$ cat src/rtl/snake_body.sv
// snake_body: snake head/body movement, growth and collision engine with cell query; define SNAKE_WRAP_EN for wrapping walls
module snake_body #(
  parameter int X_BITS = 6,
  parameter int Y_BITS = 5,
  parameter int GRID_W = 40,
  parameter int GRID_H = 30,
  parameter int MAX_LEN = 16,
  parameter int INIT_LEN = 3,
  parameter int START_X = 20,
  parameter int START_Y = 15
) (
  input  logic                         clk,
  input  logic                         reset,
  input  logic                         tick,
  input  logic [2:0]                   direction,
  input  logic [1:0]                   game_state,
  input  logic [X_BITS-1:0]            food_x,
  input  logic [Y_BITS-1:0]            food_y,
  input  logic [X_BITS-1:0]            query_x,
  input  logic [Y_BITS-1:0]            query_y,
  output logic [X_BITS-1:0]            head_x,
  output logic [Y_BITS-1:0]            head_y,
  output logic [$clog2(MAX_LEN+1)-1:0] length,
  output logic                         ate,
  output logic                         collision,
  output logic                         dead,
  output logic                         hit_head,
  output logic                         hit_body
);
  localparam int LW = $clog2(MAX_LEN+1);
  logic [X_BITS-1:0] r_sx [MAX_LEN];
  logic [Y_BITS-1:0] r_sy [MAX_LEN];
  logic [LW-1:0] r_len;
  logic r_ate, r_col, r_dead, r_hh, r_hb;
  logic w_up, w_down, w_left, w_right, w_move, w_food, w_grow, w_self, w_wall, w_fatal;
  logic w_wx, w_wy, w_qh, w_qb;
  logic [X_BITS:0] w_nx_e;
  logic [Y_BITS:0] w_ny_e;
  logic [X_BITS-1:0] w_nx;
  logic [Y_BITS-1:0] w_ny;
  logic [LW-1:0] w_lim;
  assign w_up = direction == 3'd1;
  assign w_down = direction == 3'd2;
  assign w_left = direction == 3'd3;
  assign w_right = direction == 3'd4;
  assign w_move = tick && (w_up || w_down || w_left || w_right) && !r_dead && game_state != 2'b11;
  // one extra bit so that 0-1 lands far above the grid and reads as a wall hit
  assign w_nx_e = w_right ? {1'b0, r_sx[0]} + (X_BITS+1)'(1) : w_left ? {1'b0, r_sx[0]} - (X_BITS+1)'(1) : {1'b0, r_sx[0]};
  assign w_ny_e = w_down ? {1'b0, r_sy[0]} + (Y_BITS+1)'(1) : w_up ? {1'b0, r_sy[0]} - (Y_BITS+1)'(1) : {1'b0, r_sy[0]};
  assign w_wx = w_nx_e >= (X_BITS+1)'(GRID_W);
  assign w_wy = w_ny_e >= (Y_BITS+1)'(GRID_H);
`ifdef SNAKE_WRAP_EN
  assign w_nx = w_wx ? (w_left ? X_BITS'(GRID_W-1) : '0) : w_nx_e[X_BITS-1:0];
  assign w_ny = w_wy ? (w_up ? Y_BITS'(GRID_H-1) : '0) : w_ny_e[Y_BITS-1:0];
  assign w_wall = 1'b0;
`else
  assign w_nx = w_nx_e[X_BITS-1:0];
  assign w_ny = w_ny_e[Y_BITS-1:0];
  assign w_wall = w_wx || w_wy;
`endif
  assign w_food = w_nx == food_x && w_ny == food_y;
  assign w_grow = w_food && r_len < LW'(MAX_LEN);
  // the tail cell is free to enter unless growth keeps it in place
  assign w_lim = w_grow ? r_len : r_len - LW'(1);
  assign w_fatal = w_wall || w_self;
  assign w_qh = query_x == r_sx[0] && query_y == r_sy[0];
  always_comb begin
    w_self = 1'b0;
    w_qb = 1'b0;
    for (int i = 0; i < MAX_LEN; i++) begin
      w_self = w_self | (LW'(i) < w_lim && r_sx[i] == w_nx && r_sy[i] == w_ny);
      w_qb = w_qb | (i > 0 && LW'(i) < r_len && r_sx[i] == query_x && r_sy[i] == query_y);
    end
  end
  always_ff @(posedge clk) begin
    if (reset || game_state == 2'b00) begin
      for (int i = 0; i < MAX_LEN; i++) begin
        r_sx[i] <= (i < INIT_LEN) ? X_BITS'(START_X - i) : '0;
        r_sy[i] <= (i < INIT_LEN) ? Y_BITS'(START_Y) : '0;
      end
      r_len <= LW'(INIT_LEN);
      r_ate <= 1'b0;
      r_col <= 1'b0;
      r_dead <= 1'b0;
      r_hh <= 1'b0;
      r_hb <= 1'b0;
    end else begin
      r_ate <= 1'b0;
      r_col <= 1'b0;
      r_hh <= w_qh;
      r_hb <= w_qb;
      if (w_move && w_fatal) begin
        r_col <= 1'b1;
        r_dead <= 1'b1;
      end else if (w_move) begin
        for (int i = 1; i < MAX_LEN; i++) begin
          r_sx[i] <= r_sx[i-1];
          r_sy[i] <= r_sy[i-1];
        end
        r_sx[0] <= w_nx;
        r_sy[0] <= w_ny;
        r_len <= r_len + LW'(w_grow);
        r_ate <= w_food;
      end
    end
  end
  assign head_x = r_sx[0];
  assign head_y = r_sy[0];
  assign length = r_len;
  assign ate = r_ate;
  assign collision = r_col;
  assign dead = r_dead;
  assign hit_head = r_hh;
  assign hit_body = r_hb;
endmodule

$ cat config.mk
export PLATFORM = sky130hd
export DESIGN_NAME = snake_body
export DESIGN_NICKNAME = d
export VERILOG_FILES = /design/src/rtl/snake_body.sv
export SDC_FILE = /design/constraint.sdc
export NUM_CORES = 1
export LEC_CHECK = 0
export BUFFER_PORTS_ARGS = -buffer_cell sky130_fd_sc_hd__buf_2
export CELL_PAD_IN_SITES_DETAIL_PLACEMENT = 1
export CELL_PAD_IN_SITES_GLOBAL_PLACEMENT = 2
export CORE_ASPECT_RATIO = 1.2
export CORE_MARGIN = 2
export CORE_UTILIZATION = 25
export DETAILED_ROUTE_END_ITERATION = 8
export PLACE_DENSITY_LB_ADDON = 0.2
export RECOVER_POWER = 25
export SKIP_LAST_GASP = 1
export SLEW_MARGIN = 10
export SYNTH_ARGS = -nofsm -noshare
export SYNTH_HDL_FRONTEND = slang
export SYNTH_SLANG_ARGS = --single-unit
$ cat constraint.sdc
create_clock -name clk -period 9.1 [get_ports clk]
set_input_delay 2.275 -clock clk [delete_from_list [all_inputs] [get_ports clk]]
set_output_delay 2.275 -clock clk [all_outputs]
set_load 0.02 [all_outputs]
==> results by group <==
Status
  – Status: finished with violations
  – Failing checks: max-capacitance violations, max-slew violations

Global routing
  – Antenna violations before repair: 0
  – Met2 Use GR: 0.3605
  – Congestion Overflow GR: 0
  – Largest net degree at the start of global routing: 92
  – Met1 GRT Util: 0.2445
  – Vias in the first global route: 10190
  – First-pass GRT wire length: 74.55 mm
  – All-Layer GR Usage: 0.1971
  – M3 GR Usage: 0.02016
  – GRT busiest layer: met2

Setup path
  – Reg2Reg Depth: 21
  – CP Launch Type: primary input
  – R2r startpoint: r_sy[0][0]$_SDFFCE_PN1P_
  – CP endpoint kind: flop
  – R2r endpoint: length[3]$_SDFFE_PP0P_
  – Worst path required time: 9480 ps
  – Worst Path Arrival: 8580 ps
  – Crit-path max FO: 91
  – R2r setup slk: 1930 ps
  – WS Path Type: in2reg

Timing
  – Final setup fails: 0
  – Maximum clock rate: 121.8 MHz
  – Clock Skew: 13.37 ps
  – RSZ-0062 raised after global routing: false
  – Setup TNS: 0 ps
  – Final Hold Fails: 0
  – Final Max Slew Viols: 17
  – Minimum clock period after layout: 8209 ps
  – Final period utilization: 0.9020
  – Max-slew headroom: -0.2336
  – Slew of the pin with the lowest slew margin: 1850 ps

Die
  – Chip height: 251.6 um
  – Initial Util: 0.2536
  – Core ar.: 0.05034 mm^2
  – Die Width: 210.3 um
  – Full die area: 0.05290 mm^2
  – Row count: 90
  – I/O pin cnt: 51

Min path
  – Worst min path class: reg2reg
  – Hold depth: 1
  – Hold Path End: dead$_SDFFE_PP0P_
  – Hold wc startpoint: dead$_SDFFE_PP0P_

Job
  – Max_cap viols: 1

Synthesis
  – Post-synth top area cell: edfxtp_1
  – Ys flop type: edfxtp_1
  – Post-synth net total: 1303
  – Synthesized instance count: 1265
  – Syn Area/Cell: 10.09 um^2
  – Unique masters post-synth: 82
  – Post-synth EDFFs: 110
  – Synth Warn #: 0
  – Flops & latches, synth: 186
  – Netlist Area Pre-Place: 0.01277 mm^2
  – Synth top area share: 0.2587
  – Synth top area cells: edfxtp_1 (26%), xnor2_1 (13%), dfxtp_1 (12%), xor2_1 (9.9%), mux2i_1 (5.1%)
  – Register area share after synthesis: 0.3779
  – Async SR Flop Fraction: 0

Layout
  – Area Growth Syn to Fin: 11.88%
  – Register area: 0.004825 mm^2
  – Area of the multi-input gates: 0.007500 mm^2
  – Utilization after layout: 0.2838
  – ANT cells: 0
  – Fill cell count: 5643
  – Layout cells sized above 1: 0.09360
  – Fin cells: 1926
  – Nets: 1307
  – Leading cell types in the layout, fill and taps excluded: xnor2_1 (178), xor2_1 (145), edfxtp_1 (110), nand2_1 (105), and3_1 (93)
  – Commonest non-fill, non-tap cell in the layout: xnor2_1

Clocking
  – H-tree depth: 4
  – Postcts setup bufs: 0
  – CTS tree: yes
  – Clock Tree Buf Depth: 2
  – Hold buffers post-CTS: 0
  – Clk_lat worst skew: 480 ps
  – CTS root buf: clkbuf_16
  – Cts repair resizes: 0
  – Clk slew on worst S/H paths: 80 ps
  – CTS Sinks: 186
  – CTS Buf Count: 17

Routing
  – Final ANT Viol Nets: 0
  – Via density: 5.035
  – DRC viols: 0
  – Routed WL: 51.51 mm
  – Vias: 9698
  – First-pass DRT Iterations: 6
  – DR iter-0 viols: 584
  – Avg WL per Cell: 26.75 um

Pwr
  – Worst vdd ir: 0.0001271 V
  – Pwr/cell area: 152.5 mW/mm^2
  – Static leakage: 0.005544 uW

Placed design
  – # placed instances: 1894
  – Final weighted congestion in routability-driven placement: 0.8532
  – DP Wirelength: 35.52 mm
  – I/O Buffers: 50
-- per-stage QoR --
step	cell area (um^2)	hold slack, ps	setup WS (ps)	power, uW
final	14280	509.4	891.4	2178
after global routing	14280	537.6	438.2	2266
after global placement	13750	490.6	970.4	1412
after detailed placement	13750	498.5	801.8	1412
after CTS	14340	517.4	1295	2206
after floorplan	12770	460.8	859.7	1261
-- registers in the layout, indices dropped and copies added, names as in the netlist --
name,count
r_sy,80
dead,1
ate,1
collision,1
hit_head,1
length,5
hit_body,1
r_sx,96
-- critical path, stage by stage --
cell,delay (ps)
clkbuf_1,490
nor3b_2,530
a22oi_4,310
xor2_1,220
a2111oi_1,590
o2111a_1,430
nand3_1,170
inv_1,230
ha_1,270
nand2_1,70
o32a_1,300
a31oi_1,250
o22ai_1,160
o311a_1,400
a2111oi_4,370
and4_1,320
buf_4,720
a41oi_1,200
a41o_1,240
-- routing by layer --
metal  share of wire  vias to the layer above
met4           0.019                        0
li1                -                     4510
met3           0.017                       46
met1            0.44                     5031
met5               0                        -
met2            0.52                      111
-- worst max path at each step --
stage / start / slack (ps) / end
6_report: direction[2] / 890 / length[3]$_SDFFE_PP0P_
5_1_grt: direction[2] / 440 / length[3]$_SDFFE_PP0P_
4_1_cts: direction[2] / 1300 / length[3]$_SDFFE_PP0P_
3_5_place_dp: direction[2] / 800 / length[3]$_SDFFE_PP0P_
3_3_place_gp: direction[2] / 970 / length[3]$_SDFFE_PP0P_
2_1_floorplan: direction[1] / 860 / r_sx[0][0]$_SDFFCE_PN0P_
-- area by class of cell --
class | instances | share of cell area
Timing Repair Buffer | 83 | 0.03407
Sequential cell | 186 | 0.3378
Multi-Input combinational cell | 960 | 0.5251
Inverter | 21 | 0.005519
Clock buffer | 17 | 0.02978
Tap cell | 644 | 0.05641
Clock inverter | 15 | 0.01139
-- power breakdown --
group | internal, uW | switching [uW] | leakage, uW
registers | 928 | 50.8 | 0.00173
logic | 156 | 254 | 0.00353
clock network | 388 | 402 | 0.000275
total | 1470 | 706 | 0.00554
-- synthesized netlist by cell type (5+ instances only) --
| library cell | instances |
|---|---|
| xnor2_1 | 186 |
| o211ai_1 | 5 |
| nand3_1 | 25 |
| a31oi_1 | 7 |
| clkbuf_1 | 59 |
| xnor3_1 | 27 |
| o21ai_0 | 9 |
| nor3_1 | 40 |
| xor2_1 | 145 |
| nand4_1 | 39 |
| buf_4 | 12 |
| edfxtp_1 | 110 |
| nor4_1 | 37 |
| clkbuf_2 | 7 |
| nand3b_1 | 5 |
| buf_1 | 6 |
| nor2_1 | 31 |
| mux2i_1 | 65 |
| buf_2 | 13 |
| nand2b_1 | 6 |
| dfxtp_1 | 76 |
| and3_1 | 93 |
| a21oi_1 | 17 |
| ha_1 | 8 |
| inv_1 | 20 |
| nand2_1 | 106 |
| or3_1 | 13 |
-- logic make-up after synthesis --
group | count (synthesis) | synth area share
buffers and inverters | 119 | 0.04106
adder cells (fa/ha/maj) | 8 | 0.007840
XOR/XNOR | 359 | 0.2760
AO/OA/AOI/OAI | 92 | 0.05674
AND/OR/NAND/NOR | 435 | 0.1887
multiplexers | 66 | 0.05184
flip-flops | 186 | 0.3779
(Power assumes the default switching activity.)
